**config.mk**
```make
export PLATFORM = sky130hd
export DESIGN_NAME = multi_sync_filter_flat
export DESIGN_NICKNAME = d
export VERILOG_FILES = /design/src/rtl/multi_sync_filter_pkg.sv /design/src/rtl/multi_sync_filter_if.sv /design/src/rtl/multi_sync_filter_ch.sv /design/src/rtl/multi_sync_filter.sv /design/src/flat_wrapper.sv
export SDC_FILE = /design/constraint.sdc
export NUM_CORES = 1
export LEC_CHECK = 0
export BUFFER_PORTS_ARGS = -buffer_cell sky130_fd_sc_hd__buf_4
export CAP_MARGIN = 20
export CELL_PAD_IN_SITES_DETAIL_PLACEMENT = 1
export CELL_PAD_IN_SITES_GLOBAL_PLACEMENT = 1
export CORE_AREA = 5 5 42 44
export DETAILED_ROUTE_END_ITERATION = 12
export DIE_AREA = 0 0 47 49
export GPL_ROUTABILITY_DRIVEN = 0
export GPL_TIMING_DRIVEN = 0
export PLACE_DENSITY = 0.41
export SYNTH_ARGS = -nofsm -noshare
export SYNTH_HDL_FRONTEND = slang
export SYNTH_SLANG_ARGS = --single-unit
```
**constraint.sdc**
```tcl
create_clock -name clk -period 0.95 [get_ports clk]
set_input_delay 0.095 -clock clk [delete_from_list [all_inputs] [get_ports clk]]
set_output_delay 0.095 -clock clk [all_outputs]
set_load 0.01 [all_outputs]
```
**src/rtl/multi_sync_filter_pkg.sv**
```systemverilog
// -----------------------------------------------------------------------------
// sync_pkg
// Shared constants, types and helpers for the multi-channel synchroniser.
//   SYNC_STAGES_DEF      default synchroniser depth
//   DEBOUNCE_CYCLES_BTN  stability window used for push-buttons
//                        (10 ms at a 50 MHz system clock)
//   ch_out_t             per-channel registered outputs (level + edge pulses)
//   cnt_width()          width of the stability counter for a given window
// -----------------------------------------------------------------------------
package sync_pkg;

  localparam int SYNC_STAGES_DEF              = 32'sd2;
  localparam int unsigned DEBOUNCE_CYCLES_BTN = 32'd500_000;

  typedef struct packed {
    logic level;
    logic rise;
    logic fall;
  } ch_out_t;

  // Counter width able to hold 0..filt_cycles; never narrower than one bit.
  function automatic int cnt_width(input int filt_cycles);
    int w;
    w = $clog2(filt_cycles + 32'sd1);
    if (w < 32'sd1) begin
      w = 32'sd1;
    end else begin
      w = w;
    end
    return w;
  endfunction

endpackage

```
**src/rtl/multi_sync_filter_if.sv**
```systemverilog
// -----------------------------------------------------------------------------
// multi_sync_filter_if
// Bundles the asynchronous inputs and the synchronised outputs of the
// synchroniser.
//   async_in  WIDTH  asynchronous inputs (driven by master)
//   sync_out  WIDTH  synchronised, filtered level (driven by slave)
//   rise_out  WIDTH  one-cycle 0->1 pulse on sync_out (driven by slave)
//   fall_out  WIDTH  one-cycle 1->0 pulse on sync_out (driven by slave)
// -----------------------------------------------------------------------------
interface multi_sync_filter_if #(
  parameter int WIDTH = 1
);
  logic [WIDTH-1:0] async_in;
  logic [WIDTH-1:0] sync_out;
  logic [WIDTH-1:0] rise_out;
  logic [WIDTH-1:0] fall_out;

  modport master (
    output async_in,
    input  sync_out,
    input  rise_out,
    input  fall_out
  );

  modport slave (
    input  async_in,
    output sync_out,
    output rise_out,
    output fall_out
  );
endinterface

```
**src/rtl/multi_sync_filter_ch.sv**
```systemverilog
// -----------------------------------------------------------------------------
// sync_filter_ch
// One synchroniser channel: STAGES-deep sync chain, stability filter requiring
// FILT_CYCLES consecutive cycles of a new level, registered rise/fall pulses.
//   clk      system clock
//   rst      synchronous, active-high reset
//   async_i  asynchronous input bit
//   out_o    registered level, rise pulse, fall pulse
// -----------------------------------------------------------------------------
module sync_filter_ch
  import sync_pkg::*;
#(
  parameter int   STAGES      = SYNC_STAGES_DEF,
  parameter int   FILT_CYCLES = 1,
  parameter logic RESET_BIT   = 1'b0
) (
  input  logic    clk,
  input  logic    rst,
  input  logic    async_i,
  output ch_out_t out_o
);

  if (STAGES < 2) begin : g_bad_stages
    $error("sync_filter_ch: STAGES must be >= 2");
  end
  if (FILT_CYCLES < 1) begin : g_bad_filt
    $error("sync_filter_ch: FILT_CYCLES must be >= 1");
  end

  localparam int CNT_W = cnt_width(FILT_CYCLES);
  localparam logic [CNT_W-1:0] CNT_LAST = CNT_W'(FILT_CYCLES - 1);

  logic [STAGES-1:0] stage_q, stage_d;
  logic [CNT_W-1:0]  cnt_q, cnt_d;
  logic              level_q, level_d;
  logic              rise_q, rise_d;
  logic              fall_q, fall_d;
  logic              s_s;

  assign s_s = stage_q[STAGES-1];

  // Next-state: shift the sync chain, count how long s has differed from the
  // output level and commit the new level once the window is complete.
  always_comb begin
    stage_d = {stage_q[STAGES-2:0], async_i};
    cnt_d   = cnt_q;
    level_d = level_q;
    rise_d  = 1'b0;
    fall_d  = 1'b0;
    if (s_s == level_q) begin
      // Any return to the current level discards a partial window.
      cnt_d = {CNT_W{1'b0}};
    end else if (cnt_q == CNT_LAST) begin
      level_d = s_s;
      cnt_d   = {CNT_W{1'b0}};
      rise_d  = s_s;
      fall_d  = ~s_s;
    end else begin
      cnt_d = cnt_q + CNT_W'(1);
    end
  end

  // State registers; reset wins over any pending filter window.
  always_ff @(posedge clk) begin
    if (rst) begin
      stage_q <= {STAGES{RESET_BIT}};
      cnt_q   <= {CNT_W{1'b0}};
      level_q <= RESET_BIT;
      rise_q  <= 1'b0;
      fall_q  <= 1'b0;
    end else begin
      stage_q <= stage_d;
      cnt_q   <= cnt_d;
      level_q <= level_d;
      rise_q  <= rise_d;
      fall_q  <= fall_d;
    end
  end

  assign out_o.level = level_q;
  assign out_o.rise  = rise_q;
  assign out_o.fall  = fall_q;

endmodule

```
**src/rtl/multi_sync_filter.sv**
```systemverilog
// -----------------------------------------------------------------------------
// multi_sync_filter
// WIDTH independent synchroniser/debounce channels with edge pulses.
//   clk   system clock
//   rst   synchronous, active-high reset
//   bus   slave side of multi_sync_filter_if:
//           async_in (in), sync_out / rise_out / fall_out (out, registered)
// Parameters: WIDTH, STAGES, FILT_CYCLES, RESET_VAL (per-channel reset level).
// -----------------------------------------------------------------------------
module multi_sync_filter
  import sync_pkg::*;
#(
  parameter int               WIDTH       = 1,
  parameter int               STAGES      = SYNC_STAGES_DEF,
  parameter int               FILT_CYCLES = 1,
  parameter logic [WIDTH-1:0] RESET_VAL   = '0
) (
  input logic                clk,
  input logic                rst,
  multi_sync_filter_if.slave bus
);

  if (WIDTH < 1) begin : g_bad_width
    $error("multi_sync_filter: WIDTH must be >= 1");
  end

  for (genvar i = 0; i < WIDTH; i++) begin : g_ch
    ch_out_t ch_s;

    sync_filter_ch #(
      .STAGES      (STAGES),
      .FILT_CYCLES (FILT_CYCLES),
      .RESET_BIT   (RESET_VAL[i])
    ) u_ch (
      .clk     (clk),
      .rst     (rst),
      .async_i (bus.async_in[i]),
      .out_o   (ch_s)
    );

    assign bus.sync_out[i] = ch_s.level;
    assign bus.rise_out[i] = ch_s.rise;
    assign bus.fall_out[i] = ch_s.fall;
  end

endmodule

```
**src/flat_wrapper.sv**
```systemverilog
// flat-port wrapper written by rule: the top's interface ports become plain ports
module multi_sync_filter_flat import sync_pkg::*;
#(
  parameter int               WIDTH       = 1,
  parameter int               STAGES      = SYNC_STAGES_DEF,
  parameter int               FILT_CYCLES = 1,
  parameter logic [WIDTH-1:0] RESET_VAL   = '0
)
  (clk, rst, bus_async_in, bus_sync_out, bus_rise_out, bus_fall_out);
  multi_sync_filter_if #(.WIDTH(WIDTH)) bus_i ();
  input logic clk;
  input logic rst;
  input wire logic [$bits(bus_i.async_in)-1:0] bus_async_in;
  output wire logic [$bits(bus_i.sync_out)-1:0] bus_sync_out;
  output wire logic [$bits(bus_i.rise_out)-1:0] bus_rise_out;
  output wire logic [$bits(bus_i.fall_out)-1:0] bus_fall_out;
  assign bus_i.async_in = bus_async_in;
  assign bus_sync_out = bus_i.sync_out;
  assign bus_rise_out = bus_i.rise_out;
  assign bus_fall_out = bus_i.fall_out;
  multi_sync_filter #(.WIDTH(WIDTH), .STAGES(STAGES), .FILT_CYCLES(FILT_CYCLES), .RESET_VAL(RESET_VAL)) u_core (.clk(clk), .rst(rst), .bus(bus_i));
endmodule
```
# Word-level counts from Yosys, hierarchy flattened
# Cells that the tools add are included.
# W data, S select, Z words.
[classes]
eq_ne = 1
addsub = 1
bitwise = 3
n_reduce_logical = 3
[op_table]
columns = ["op", "count"]
rows = [
  ["$reduce_or A3 Y1", 2],
  ["$not A1 Y1", 3],
  ["$reduce_and A2 Y1", 1],
  ["$add A1 B1 Y1 const B", 1],
  ["$eq A1 B1 Y1", 1],
]
[word_totals]
word_cells = 13
in_bits = 3
reg_bits = 6
output_inout_bits = 3

# Logic depth before layout (Yosys ltp)
[logic_depth]
ltp_word = 3
ltp_mapped = 2
mapped_depth_nobuf = 2

# Worst setup path after synthesis
# OpenSTA, ideal clock, no wires.
[synth_timing]
kind = "reg-to-reg"
start = "register u_core.g_ch[0].u_ch.level_q"
end = "register u_core.g_ch[0].u_ch.rise_q"
t_required_ps = 854
n_path_buf = 0
slack_ps = 267
period_less_slack_ps = 683
setup_ps = 96
arrival_time_ps = 587
stages_incl_launch_ff = 2
path_cell_list = "dfxtp_1 nor4b_1"
[synth_via]
elab_chain_len = 2
[synth_lines]
columns = ["item", "line_no", "rtl"]
rows = [
  ["start, declared", "multi_sync_filter_ch.sv:35", "logic level_q, level_d;"],
  ["start signal, assigned", "multi_sync_filter_ch.sv:74", "level_q <= level_d;"],
  ["$eq A1 B1 Y1", "multi_sync_filter_ch.sv:50", "if (s_s == level_q) begin"],
  ["$reduce_or A3 Y1 (no line)", "-", ""],
  ["end signal, assigned", "multi_sync_filter_ch.sv:75", "rise_q <= rise_d;"],
  ["end, declared", "multi_sync_filter_ch.sv:36", "logic rise_q, rise_d;"],
]
# No other way between the ends.
# A chain may end at the register's enable or synchronous reset.

# Worst setup path after layout
[layout_timing]
start = "register u_core.g_ch[0].u_ch.level_q"
end = "output bus_sync_out"
[layout_lines]
columns = ["item", "line_no", "rtl"]
rows = [
  ["end, declared", "flat_wrapper.sv:14", "output wire logic [$bits(bus_i.sync_out)-1:0] bus_sync_out;"],
]
# No word-level cell between the ends.

==> run metrics <==
Final Slew Violations=0; effective utilization at floorplan=12.3%; number of antenna violations at the first check in global routing=0; post-route insts no fill=37; number of maximum-capacitance violations=0; min setup slack post-route=120 ps; All-Layer GR Usage=3.46%; main combinational cell family by area after synthesis=simple AND/OR/NAND/NOR gates; detailed-route wire length per cell=7.89 um; Clock Skews=2.16 ps; sort of element at the start of the critical path=flip-flop; remaining global-route overflow=0; post-route ant nets=0; H-tree Lvls=1; router iterations before antenna repair=2; DRT iter0 DRCs=1; outcome=complete, no violations; number of placed instances, taps included=34; mean instance size in the synthesized netlist=13.3 sq um; synth warn=0; fraction of layout instances using a drive strength above 1=47.6%; sequential share of the synthesized area=69.6%; timing-limited maximum frequency=1210 MHz; number of rows in the core area=14; Layout area overhead=46.4%; detailed-route via count=128; Final Core Density=18.0%; data required time at the worst endpoint=850 ps; static power due to leakage=0.112 nW; number of unique standard cell types used by synthesis=6; later-pin clock latency in the skew report=240 ps; antenna fix cells=0; Final Instance Area=253 sq um; area of the core=1400 sq um; largest fanout on the critical path=4; final cycle utilization of the critical path=87.3%; peak supply drop=666 uV; Sink Count=6; total power density per cell area=2050 nW/um^2; Resized Gates After CTS=0; count of endpoints failing setup in the final report=0; total die area=2300 sq um; routed wire length=292 um; cts hold-fix bufs=0; postcts setup bufs=0; worst setup timing slack at the placement stage=245 ps; net total in the final layout=26; multiplexer share of the synthesized area=5.80%; number of global-route vias before repair=141; overall die width=47 um; PnR Total Power=0.517 mW; average via count per standard cell=3.46; count of buffers inserted at the top-level ports=5; total negative slack for setup checks=0 ps; final hold violation count=0; simple-gate share of the synthesized area=22.5%; pin count of the biggest net entering global routing=6; DIE HEIGHT=49 um; number of buffers added by the clock tree synthesis step=3; instance area after placement=230 sq um; TritonCTS clock tree=yes; number of top-level pins=6; CP top delay family=flip-flops; delay of the slowest critical-path stage=360 ps; buffers from clock root to sink, at most=2; adder-cell share of the synthesized area=0%; Crit. End Element=output pin; unrepaired setup endpoints after global routing=false; first-pass GRT wire length=476 um; buffer type at the clock tree root=sky130_fd_sc_hd__clkbuf_4; signal arrival time at the worst endpoint=730 ps; ordered list of cells on the worst path=buf_4; Compound-Gate Fraction of Synth Area=0%; Buf+Inv Stages, Crit Path=1; DRC viols=0; Min-Delay Path Class=in2reg; Worst Hold Margin=43.9 ps; synthesized area=173 sq um; post-synthesis register bit count=6; Critical Path Slowest Stage Cell=sky130_fd_sc_hd__dfxtp_1; Worst Setup Path Type=reg2out; Final min period=830 ps; Synth Net Count=16; gate count after technology mapping=13; clock slew at the register clock pins of the worst setup and hold paths=40 ps; xor and xnor area share after synthesis=0%
[cell families after synthesis]
group         after synthesis
flops                       6
simple gates                5
mux                         1
other cells                 1
[final timing paths]
check                                               startpoint                          end  slack, ps  cells past startpoint
worst max-delay path               u_core.g_ch[0].u_ch.level_q                 bus_sync_out        120                      1
worst min-delay path                                       rst  u_core.g_ch[0].u_ch.level_q         40                      2
worst max register to register       u_core.g_ch[0].u_ch.cnt_q  u_core.g_ch[0].u_ch.level_q        250                      2
worst min register to register  u_core.g_ch[0].u_ch.stage_q[1]   u_core.g_ch[0].u_ch.fall_q        440                      1
[layer usage]
layer | vias to the layer above | track usage, % | wire length [um]
met2 | 8 | 4.30 | 123
met3 | 0 | 5.90 | 63
li1 | 59 | - | -
met5 | - | 0 | 0
met1 | 61 | 1.77 | 106
met4 | 0 | 2.76 | 0
[where the power goes]
part	internal, mW	switching (mW)
clock network	0.143	0.0887
registers	0.261	0.00465
logic	0.0137	0.00668
total	0.417	0.100
[synthesized netlist by cell type (all sizes together)]
master | instances | share of area (%)
nor2 | 1 | 2.2
conb | 1 | 2.2
dfxtp | 6 | 70
and2b | 2 | 10
nor4b | 2 | 10
mux2i | 1 | 5.8
[placed cells by master, fill, tap and decap left out]
| cell type | netlist | routed |
|---|---|---|
| sky130_fd_sc_hd__conb_1 | 1 | 1 |
| sky130_fd_sc_hd__mux2i_1 | 1 | 1 |
| sky130_fd_sc_hd__buf_4 | 0 | 5 |
| sky130_fd_sc_hd__nor4b_1 | 2 | 2 |
| sky130_fd_sc_hd__nor2_1 | 1 | 1 |
| sky130_fd_sc_hd__dfxtp_1 | 6 | 6 |
| sky130_fd_sc_hd__and2b_2 | 2 | 2 |
| sky130_fd_sc_hd__clkbuf_4 | 0 | 3 |
[flip-flops by register name, summed over array words and instances, names as in the netlist]
register,flops
u_core.g_ch.u_ch.stage_q,2
u_core.g_ch.u_ch.cnt_q,1
u_core.g_ch.u_ch.level_q,1
u_core.g_ch.u_ch.rise_q,1
u_core.g_ch.u_ch.fall_q,1
[area by class of cell]
cell class,instances,area (sq um)
Sequential cell,6,120
Timing Repair Buffer,5,37.5
Tap cell,16,20.0
Multi-Input combinational cell,7,52.6
Clock buffer,3,22.5
Fill cell,173,1150
Note: power is estimated with default switching activity, not from simulation.
